[config.mk]
export PLATFORM = sky130hd
export DESIGN_NAME = pkt_rate_shaper
export DESIGN_NICKNAME = d
export VERILOG_FILES = /design/src/rtl/pkt_rate_shaper_pkg.sv /design/src/rtl/fallthrough_small_fifo.sv /design/src/rtl/pkt_rate_shaper.sv
export SDC_FILE = /design/constraint.sdc
export NUM_CORES = 1
export LEC_CHECK = 0
export ABC_AREA = 1
export CAP_MARGIN = 20
export CORE_MARGIN = 2
export CORE_UTILIZATION = 40
export DETAILED_ROUTE_END_ITERATION = 16
export GPL_TIMING_DRIVEN = 0
export HOLD_SLACK_MARGIN = 0.1
export PLACE_DENSITY = 0.67
export SLEW_MARGIN = 20
export SYNTH_ARGS = -nofsm -noshare
export SYNTH_HDL_FRONTEND = slang
export SYNTH_SLANG_ARGS = --single-unit
[constraint.sdc]
create_clock -name clk -period 4.9 [get_ports clk]
set_clock_uncertainty 0.2 [all_clocks]
set_input_delay 0.98 -clock clk [delete_from_list [all_inputs] [get_ports clk]]
set_output_delay 0.98 -clock clk [all_outputs]
set_load 0.03 [all_outputs]
[src/rtl/pkt_rate_shaper_pkg.sv]
// Shared types and constants for the packet-rate shaper: FSM encoding,
// input FIFO depth, statistics counter width and token arithmetic helper.
package pkt_rate_shaper_pkg;

    typedef enum logic [1:0] {
        ST_IDLE = 2'b00,
        ST_HDR  = 2'b01,
        ST_BODY = 2'b10,
        ST_HOLD = 2'b11
    } shaper_state_e;

    localparam int MAX_DEPTH_BITS = 2;
    localparam int CNT_WIDTH      = 32;
    localparam int TOK_WIDTH      = 8;

    function automatic logic [TOK_WIDTH-1:0] tok_sat_inc(
        input logic [TOK_WIDTH-1:0] level,
        input logic [TOK_WIDTH-1:0] max_level
    );
        return (level >= max_level) ? max_level : level + TOK_WIDTH'(1);
    endfunction

endpackage

[src/rtl/fallthrough_small_fifo.sv]
// Small first-word-fallthrough FIFO: the head entry is visible on dout_o
// whenever empty_o is low, and rd_en_i pops it at the clock edge.
module fallthrough_small_fifo #(
    parameter int WIDTH          = 72,
    parameter int MAX_DEPTH_BITS = 2
) (
    input  logic             clk_i,
    input  logic             reset_i,
    input  logic [WIDTH-1:0] din_i,
    input  logic             wr_en_i,
    input  logic             rd_en_i,
    output logic [WIDTH-1:0] dout_o,
    output logic             nearly_full_o,
    output logic             empty_o
);

    localparam int DEPTH = 1 << MAX_DEPTH_BITS;
    localparam logic [MAX_DEPTH_BITS:0] DEPTH_C = (MAX_DEPTH_BITS + 1)'(DEPTH);
    localparam logic [MAX_DEPTH_BITS:0] NF_LVL  = (MAX_DEPTH_BITS + 1)'(DEPTH - 1);

    logic [WIDTH-1:0]          mem_q [DEPTH];
    logic [MAX_DEPTH_BITS-1:0] wr_ptr_q, wr_ptr_d;
    logic [MAX_DEPTH_BITS-1:0] rd_ptr_q, rd_ptr_d;
    logic [MAX_DEPTH_BITS:0]   count_q, count_d;
    logic                      do_wr, do_rd;

    // A write into a full FIFO is dropped so the pointers never cross.
    assign do_wr = wr_en_i && (count_q != DEPTH_C);
    assign do_rd = rd_en_i && (count_q != '0);

    always_comb begin
        wr_ptr_d = wr_ptr_q;
        rd_ptr_d = rd_ptr_q;
        count_d  = count_q;
        if (do_wr) begin
            wr_ptr_d = wr_ptr_q + MAX_DEPTH_BITS'(1);
        end
        if (do_rd) begin
            rd_ptr_d = rd_ptr_q + MAX_DEPTH_BITS'(1);
        end
        case ({do_wr, do_rd})
            2'b10:   count_d = count_q + (MAX_DEPTH_BITS + 1)'(1);
            2'b01:   count_d = count_q - (MAX_DEPTH_BITS + 1)'(1);
            default: count_d = count_q;
        endcase
    end

    always_ff @(posedge clk_i) begin
        if (reset_i) begin
            wr_ptr_q <= '0;
            rd_ptr_q <= '0;
            count_q  <= '0;
        end else begin
            wr_ptr_q <= wr_ptr_d;
            rd_ptr_q <= rd_ptr_d;
            count_q  <= count_d;
        end
    end

    always_ff @(posedge clk_i) begin
        if (do_wr) begin
            mem_q[wr_ptr_q] <= din_i;
        end
    end

    assign dout_o        = mem_q[rd_ptr_q];
    assign empty_o       = (count_q == '0);
    assign nearly_full_o = (count_q >= NF_LVL);

endmodule

[src/rtl/pkt_rate_shaper.sv]
// Token-bucket packet-rate limiter: one token per packet, taken at its first
// word; packets without a token wait in the input FIFO behind backpressure.
module pkt_rate_shaper
    import pkt_rate_shaper_pkg::*;
#(
    parameter int DATA_WIDTH = 64,
    parameter int CTRL_WIDTH = DATA_WIDTH / 8,
    parameter int BUCKET_MAX = 8
) (
    input  logic                  clk,
    input  logic                  reset,
    input  logic [DATA_WIDTH-1:0] in_data,
    input  logic [CTRL_WIDTH-1:0] in_ctrl,
    input  logic                  in_wr,
    output logic                  in_rdy,
    output logic [DATA_WIDTH-1:0] out_data,
    output logic [CTRL_WIDTH-1:0] out_ctrl,
    output logic                  out_wr,
    input  logic                  out_rdy,
    input  logic                  rate_enable,
    input  logic [15:0]           refill_period,
    input  logic                  clear_stats,
    output logic [CNT_WIDTH-1:0]  pkt_count,
    output logic [CNT_WIDTH-1:0]  stall_count,
    output logic [TOK_WIDTH-1:0]  tokens,
    output shaper_state_e         dbg_state_o
);

    localparam int                   FIFO_W  = CTRL_WIDTH + DATA_WIDTH;
    localparam logic [TOK_WIDTH-1:0] TOK_MAX = TOK_WIDTH'(BUCKET_MAX);

    // Handshakes: upstream may assert in_wr only in cycles where in_rdy is high;
    // downstream takes a word in every cycle out_wr is high, and out_wr is never
    // raised unless out_rdy is already high in that cycle.

    logic [FIFO_W-1:0]     fifo_dout;
    logic                  fifo_empty;
    logic                  fifo_nearly_full;
    logic                  fifo_rd_en;
    logic [CTRL_WIDTH-1:0] head_ctrl;
    logic                  head_is_ctrl;

    shaper_state_e         state_q, state_d;
    logic [TOK_WIDTH-1:0]  tokens_q, tokens_d;
    logic [15:0]           refill_cnt_q, refill_cnt_d;
    logic [CNT_WIDTH-1:0]  pkt_count_q, pkt_count_d;
    logic [CNT_WIDTH-1:0]  stall_count_q, stall_count_d;

    logic                  allow;
    logic                  charge;
    logic                  pkt_inc;
    logic                  stall_inc;
    logic                  refill;

    fallthrough_small_fifo #(
        .WIDTH          (FIFO_W),
        .MAX_DEPTH_BITS (MAX_DEPTH_BITS)
    ) u_in_fifo (
        .clk_i         (clk),
        .reset_i       (reset),
        .din_i         ({in_ctrl, in_data}),
        .wr_en_i       (in_wr),
        .rd_en_i       (fifo_rd_en),
        .dout_o        (fifo_dout),
        .nearly_full_o (fifo_nearly_full),
        .empty_o       (fifo_empty)
    );

    assign head_ctrl    = fifo_dout[DATA_WIDTH +: CTRL_WIDTH];
    assign head_is_ctrl = |head_ctrl;

    always_comb begin
        state_d    = state_q;
        allow      = 1'b0;
        charge     = 1'b0;
        pkt_inc    = 1'b0;
        stall_inc  = 1'b0;
        fifo_rd_en = 1'b0;

        unique case (state_q)
            ST_IDLE: begin
                if (!fifo_empty && head_is_ctrl) begin
                    if (!rate_enable || (tokens_q != '0)) begin
                        allow = 1'b1;
                    end else begin
                        state_d = ST_HOLD;
                    end
                end else begin
                    allow = 1'b1;
                end
            end
            ST_HOLD: begin
                stall_inc = 1'b1;
                if ((tokens_q != '0) || !rate_enable) begin
                    state_d = ST_IDLE;
                end
            end
            ST_HDR:  allow = 1'b1;
            ST_BODY: allow = 1'b1;
        endcase

        fifo_rd_en = !fifo_empty && out_rdy && allow;

        // Transitions that depend on a word actually leaving this cycle.
        case (state_q)
            ST_IDLE: begin
                if (fifo_rd_en && head_is_ctrl) begin
                    state_d = ST_HDR;
                    pkt_inc = 1'b1;
                    charge  = rate_enable;
                end
            end
            ST_HDR: begin
                if (fifo_rd_en && !head_is_ctrl) begin
                    state_d = ST_BODY;
                end
            end
            ST_BODY: begin
                if (fifo_rd_en && head_is_ctrl) begin
                    state_d = ST_IDLE;
                end
            end
            default: ;
        endcase
    end

    always_comb begin
        refill       = (refill_cnt_q >= refill_period);
        refill_cnt_d = refill ? 16'd0 : refill_cnt_q + 16'd1;

        // Refill and charge in the same cycle cancel, including at the cap.
        case ({refill, charge})
            2'b10:   tokens_d = tok_sat_inc(tokens_q, TOK_MAX);
            2'b01:   tokens_d = tokens_q - TOK_WIDTH'(1);
            default: tokens_d = tokens_q;
        endcase

        pkt_count_d = pkt_count_q;
        if (clear_stats) begin
            pkt_count_d = '0;
        end else if (pkt_inc) begin
            pkt_count_d = pkt_count_q + CNT_WIDTH'(1);
        end

        stall_count_d = stall_count_q;
        if (clear_stats) begin
            stall_count_d = '0;
        end else if (stall_inc) begin
            stall_count_d = stall_count_q + CNT_WIDTH'(1);
        end
    end

    always_ff @(posedge clk) begin
        if (reset) begin
            state_q       <= ST_IDLE;
            tokens_q      <= TOK_MAX;
            refill_cnt_q  <= 16'd0;
            pkt_count_q   <= '0;
            stall_count_q <= '0;
        end else begin
            state_q       <= state_d;
            tokens_q      <= tokens_d;
            refill_cnt_q  <= refill_cnt_d;
            pkt_count_q   <= pkt_count_d;
            stall_count_q <= stall_count_d;
        end
    end

    assign in_rdy      = !fifo_nearly_full;
    assign out_wr      = fifo_rd_en;
    assign out_data    = fifo_dout[DATA_WIDTH-1:0];
    assign out_ctrl    = head_ctrl;
    assign pkt_count   = pkt_count_q;
    assign stall_count = stall_count_q;
    assign tokens      = tokens_q;
    assign dbg_state_o = state_q;

endmodule

# --- Word-level counts from Yosys, hierarchy flattened ---
# Memories as Yosys holds them, arrays and structs flattened. A register that Yosys moved wholly into a read port is not among the register bits.
# Index checks and enable logic that the tools add are counted.
word_totals:
  register_bits: 97
  ramBits: 288
  in_bits: 94
  output_inout_bits: 148
  wordCells: 74
  memories: 1
op_classes:
  n_addsub: 9
  order_cmp: 3
  n_eq_ne: 8
  n_mux: 23
  reduce_logical: 22
memory_table:
  columns: ["memory", "words", "word_bits", "read_ports", "rd_ports_with_merged_regs", "wr", "line_no", "source"]
  rows:
  - ["u_in_fifo.mem_q", 4, 72, 1, 1, 1, "fallthrough_small_fifo.sv:21", "logic [WIDTH-1:0] mem_q [DEPTH];"]
ops:
  columns: ["operator", "count"]
  rows:
  - ["$add 32x1->32 const B", 2]
  - ["$add 16x1->16 const B", 1]
  - ["$ge 16x16->1", 1]
  - ["$mux 2", 8]
  - ["$pmux 8 s2", 1]
  - ["$mux 1", 9]
  - ["$add 8x1->8 const B", 1]
  - ["$eq 2x2->1 const B", 4]
  - ["$ge 8x4->1 const B", 1]
  - ["$mux 8", 1]
  - ["$reduce_bool 8->1", 1]
  - ["$reduce_or 8->1", 1]
  - ["$sub 8x1->8 const B", 1]
  - ["$logic_and 1x1->1", 7]
  - ["$eq 2x1->1 const B", 3]
  - ["$pmux 2 s3", 1]
  - ["$pmux 3 s2", 1]
  - ["$reduce_or 2->1", 3]
  - ["$add 2x1->2 const B", 2]
  - ["$logic_not 1->1", 4]
  - ["$pmux 2 s2", 1]
  - ["$reduce_bool 2->1", 2]
  - ["$add 3x1->3 const B", 1]
  - ["$ge 3x2->1 const B", 1]
  - ["7 further kinds", 7]

# --- Depth between registers and ports, before layout ---
logic_depth:
  depth_word: 11
  depth_mapped: 19
  mapped_depth_nobuf: 17

# --- Cells and area by module ---
# Synthesis repeated with hierarchy kept, for this count alone.
hier_totals:
  cells_unflattened: 1575
  area_unflattened_um2: 17141.4
by_module_without_submodules:
  columns: ["mod", "instances", "cells_each", "area_each_um2", "seq_area_each_um2"]
  rows:
  - ["fallthrough_small_fifo", 1, 766, 11579.9, 8828.5]
  - ["pkt_rate_shaper", 1, 809, 5561.6, 1801.7]

# --- Worst setup path before layout ---
# OpenSTA, ideal clock, no wires.
synth_timing:
  kind: "in2reg"
  start: "input in_wr"
  end: "memory u_in_fifo.mem_q[0][0] (enable)"
  setup_time_ns: 0.503
  t_arrival_ns: 4.187
  required_ns: 4.197
  path_slack_ns: 0.010
  path_stages: 2
  path_buffers: 0
  cell_sequence: "o31ai_1 > nor2_1"
synth_via:
  elab_chain_len: 3
synth_rtl:
  columns: ["item", "line_no", "source"]
  rows:
  - ["start: declaration", "pkt_rate_shaper.sv:14", "input logic in_wr,"]
  - ["$logic_and 1x1->1", "fallthrough_small_fifo.sv:28", "assign do_wr = wr_en_i && (count_q != DEPTH_C);"]
  - ["$mux 1", "fallthrough_small_fifo.sv:61", "if (do_wr) begin"]
  - ["$mux 1 (not written as such)", "fallthrough_small_fifo.sv:62", "mem_q[wr_ptr_q] <= din_i;"]
  - ["end: declaration", "fallthrough_small_fifo.sv:21", null]
# No other way between the ends.

==> results.rst <==
.. list-table::
   :header-rows: 1

   * - Metric
     - Value
   * - Run status
     - finished, final reports clean
   * - Average footprint of a synthesized cell
     - between 10 and 15 sq um
   * - Syn-to-layout area delta
     - 29.2%
   * - Post-route worst hold slack
     - around 0.26 ns
   * - Area of the mapped netlist
     - around 16,000 sq um
   * - Post-route antenna net violation count
     - 0
   * - Final estimated routing congestion in global placement
     - between 0.9 and 1
   * - Clock insertion delay at the later pin of the skew report
     - about 0.54 ns
   * - Final layout net count
     - 1,982
   * - TritonCTS Buffers
     - 42
   * - Power per Cell Area
     - 479 nW/um^2
   * - Largest net degree at the start of global routing
     - 23
   * - Buffers from clock root to sink, at most
     - 3
   * - Number of design-rule violations left by the first detailed-router iteration
     - ~780
   * - WL/cell
     - between 15 and 20 um
   * - Number of enable-type register cells in the synthesized netlist
     - roughly 290
   * - Setup-failing EPs final
     - 0
   * - Clock tree from TritonCTS
     - built
   * - Least-Margin Pin Slew
     - 1.07 ns
   * - Data required time of the critical path
     - between 3 and 4 ns
   * - Synthesized netlist cell count
     - roughly 1,600
   * - Nature of the critical path startpoint
     - flop
   * - Sequential-to-total area share from yosys stat
     - between 60% and 70%
   * - Internal reg-to-reg setup slack
     - about 1.8 ns
   * - Category of the critical setup timing path
     - flop to output pin
   * - Number of hold-repair buffers added at the cts stage
     - 0
   * - Vias in the first global route
     - roughly 12,000
   * - Count of yosys warnings during synthesis
     - 0
   * - DRT Wirelength
     - between 40,000 and 50,000 um
   * - Most frequently used flop master after synthesis
     - sky130_fd_sc_hd__edfxtp_1
   * - Max-slew headroom at the worst pin
     - 28.2%
   * - Total iterations of the first detailed-routing run
     - 7
   * - Worst setup EP type
     - output pin
   * - Pins Over Slew Limit
     - 0
   * - Effective utilization at floorplan
     - about two fifths
   * - Depth of the CTS H-tree
     - 2
   * - Filler Cell Count
     - between 3,000 and 4,000
   * - Number of placed I/O pins
     - around 240
   * - Highest achievable clock rate
     - 0.217 GHz
   * - Distinct cell type count after synthesis
     - 38
   * - Clock tree root driver cell
     - sky130_fd_sc_hd__clkbuf_16
   * - Total of cells resized after clock tree synthesis
     - 0
   * - Tightest Hold Check Type
     - flop to flop
   * - Mapped Nets
     - ~1,700
   * - Final std cells w/o fill
     - 2,419
   * - Total placed cells including tap cells
     - approximately 2,300
   * - Post-route DRC
     - 0
   * - Layout Utilization
     - between 50% and 60%
   * - Arrival @ worst endpoint
     - roughly 3.4 ns
   * - # clock sinks
     - about 390
   * - RSZ-0062 raised after global routing
     - false
   * - Post-route clock period utilization
     - 94.2%
   * - Asr flop ratio synth
     - 0%
   * - Clock slew at the register clock pins of the worst setup and hold paths
     - around 0.060 ns
   * - Number of post-CTS setup repair buffers
     - 0
   * - IR Drop Worst-Case VDD
     - 0.312 mV
   * - CP Max Fanout
     - 10
   * - Post-detailed-route via-to-cell ratio
     - slightly above 5
   * - PortBufs
     - about 240
   * - Total number of placement rows
     - 74
   * - Placeable core area
     - approximately 40,000 sq um
   * - Antenna violations before repair
     - 3
   * - Layout cells sized above 1
     - under 10%
   * - Total global-route track usage
     - between 10% and 20%
   * - Vert. Die Dim
     - 206 um
   * - Static leakage
     - 7.32 nW
   * - Total number of vias
     - roughly 12,000
   * - Final min period
     - between 4 and 5 ns
   * - Die width
     - roughly 200 um
   * - Floorplan die area
     - 42,500 sq um
   * - Max-cap viol count
     - 0
   * - Total global routing overflow
     - 0
   * - Wire length of the first global-routing pass
     - ~65,000 um
   * - Flip-flop and latch count after synthesis
     - between 300 and 400
   * - Endpoints failing hold
     - 0
   * - Post-detailed-placement half-perimeter wirelength
     - between 20,000 and 30,000 um
==> per-layer routing <==
metal | vias up | GRT usage, % | share of wire (%)
li1 | 6042 | - | -
met2 | 365 | 32.9 | 48
met1 | 5956 | 26.3 | 43
met4 | 4 | 6.28 | 2.5
met3 | 72 | 3.28 | 6.2
met5 | - | 0 | 0.063
==> cells in the final DEF, fill, tap and decap left out, types with 5 or more instances in the layout <==
cell	instances
sky130_fd_sc_hd__edfxtp_1	288
sky130_fd_sc_hd__clkdlybuf4s50_1	241
sky130_fd_sc_hd__nor2_1	232
sky130_fd_sc_hd__nand2_1	230
sky130_fd_sc_hd__o21ai_0	159
sky130_fd_sc_hd__inv_1	112
sky130_fd_sc_hd__dfxtp_1	99
sky130_fd_sc_hd__a21oi_1	82
sky130_fd_sc_hd__o22ai_1	64
sky130_fd_sc_hd__nand3_1	55
sky130_fd_sc_hd__clkbuf_1	54
sky130_fd_sc_hd__clkbuf_16	43
sky130_fd_sc_hd__nor3_1	35
sky130_fd_sc_hd__ha_1	33
sky130_fd_sc_hd__xor2_1	24
sky130_fd_sc_hd__nand4_1	20
sky130_fd_sc_hd__xnor2_1	16
sky130_fd_sc_hd__clkinv_1	8
sky130_fd_sc_hd__buf_4	7
sky130_fd_sc_hd__buf_12	7
sky130_fd_sc_hd__inv_2	5
sky130_fd_sc_hd__buf_16	5
==> Yosys cell counts, types with 5 or more instances <==
library cell / instances / area, sq um
sky130_fd_sc_hd__nand3_1: 55 / 275
sky130_fd_sc_hd__o21ai_0: 159 / 796
sky130_fd_sc_hd__a21oi_1: 82 / 410
sky130_fd_sc_hd__o22ai_1: 64 / 400
sky130_fd_sc_hd__clkbuf_1: 45 / 169
sky130_fd_sc_hd__buf_4: 7 / 52.6
sky130_fd_sc_hd__dfxtp_1: 99 / 1980
sky130_fd_sc_hd__ha_1: 33 / 413
sky130_fd_sc_hd__nand2_1: 230 / 863
sky130_fd_sc_hd__inv_2: 5 / 18.8
sky130_fd_sc_hd__edfxtp_1: 288 / 8650
sky130_fd_sc_hd__inv_1: 112 / 420
sky130_fd_sc_hd__nand4_1: 20 / 125
sky130_fd_sc_hd__nor3_1: 35 / 175
sky130_fd_sc_hd__xor2_1: 24 / 210
sky130_fd_sc_hd__xnor2_1: 16 / 140
sky130_fd_sc_hd__nor2_1: 236 / 886
==> path summary, 6_finish.rpt <==
kind	startpoint	endpoint	depth (start not counted)
worst max-delay path	flop	out_data[61]	7
worst min-delay path	refill_cnt_q[0]	refill_cnt_q[0]	1
worst max register to register	flop	tokens[4]	17
worst min register to register	refill_cnt_q[0]	refill_cnt_q[0]	1
==> state kept, by name, indices dropped and copies added (netlist names), named ones only <==
name	count
tokens	8
refill_cnt_q	16
stall_count	32
u_in_fifo.wr_ptr_q	2
pkt_count	32
u_in_fifo.count_q	3
u_in_fifo.rd_ptr_q	2
u_in_fifo.mem_q	288
dbg_state_o	2
==> stage by stage <==
stage	total power [mW]	setup slack (ns)	TNS [ns]	area, sq um
global route	10.6	0.0827	0	21100
CTS	10.2	0.189	0	21100
finish	10.1	0.285	0	21100
floorplan	5.72	0.0103	0	16300
global placement	6.99	-3.08	-861.86	19400
detailed placement	7.07	0.780	0	19700
==> power breakdown <==
part,internal [mW],switching (mW)
sequential,3.80,0.0881
clock,1.87,1.26
combinational,1.07,2.03
==> final cells by class <==
class | count | area (sq um) | area share, %
Antenna cell | 1 | 2.50 | 0.0119
Buffer | 62 | 279 | 1.32
Clock buffer | 55 | 1140 | 5.43
Clock inverter | 21 | 224 | 1.06
Inverter | 118 | 445 | 2.11
Multi-Input combinational cell | 990 | 5010 | 23.8
Sequential cell | 387 | 10600 | 50.4
Tap cell | 532 | 666 | 3.16
Timing Repair Buffer | 253 | 2690 | 12.8
==> cell families after synthesis <==
family,share of synthesized area [%]
DFF,65.1
buffers and inverters,4.44
adders and majority gates,2.65
AOI/OAI and AO/OA,10.5
and+or+nand+nor,15.2
xor gates and xnor gates,2.15
==> worst max-delay path, stage by stage, from the launching register on <==
cell                              delay, ns
sky130_fd_sc_hd__dfxtp_1               0.29
sky130_fd_sc_hd__buf_2                 0.19
sky130_fd_sc_hd__inv_2                 0.20
sky130_fd_sc_hd__clkbuf_1              0.58
sky130_fd_sc_hd__clkbuf_1              0.44
sky130_fd_sc_hd__o21ai_0               0.19
sky130_fd_sc_hd__o22ai_1               0.27
sky130_fd_sc_hd__clkdlybuf4s50_1       0.73
(Power assumes the default switching activity.)
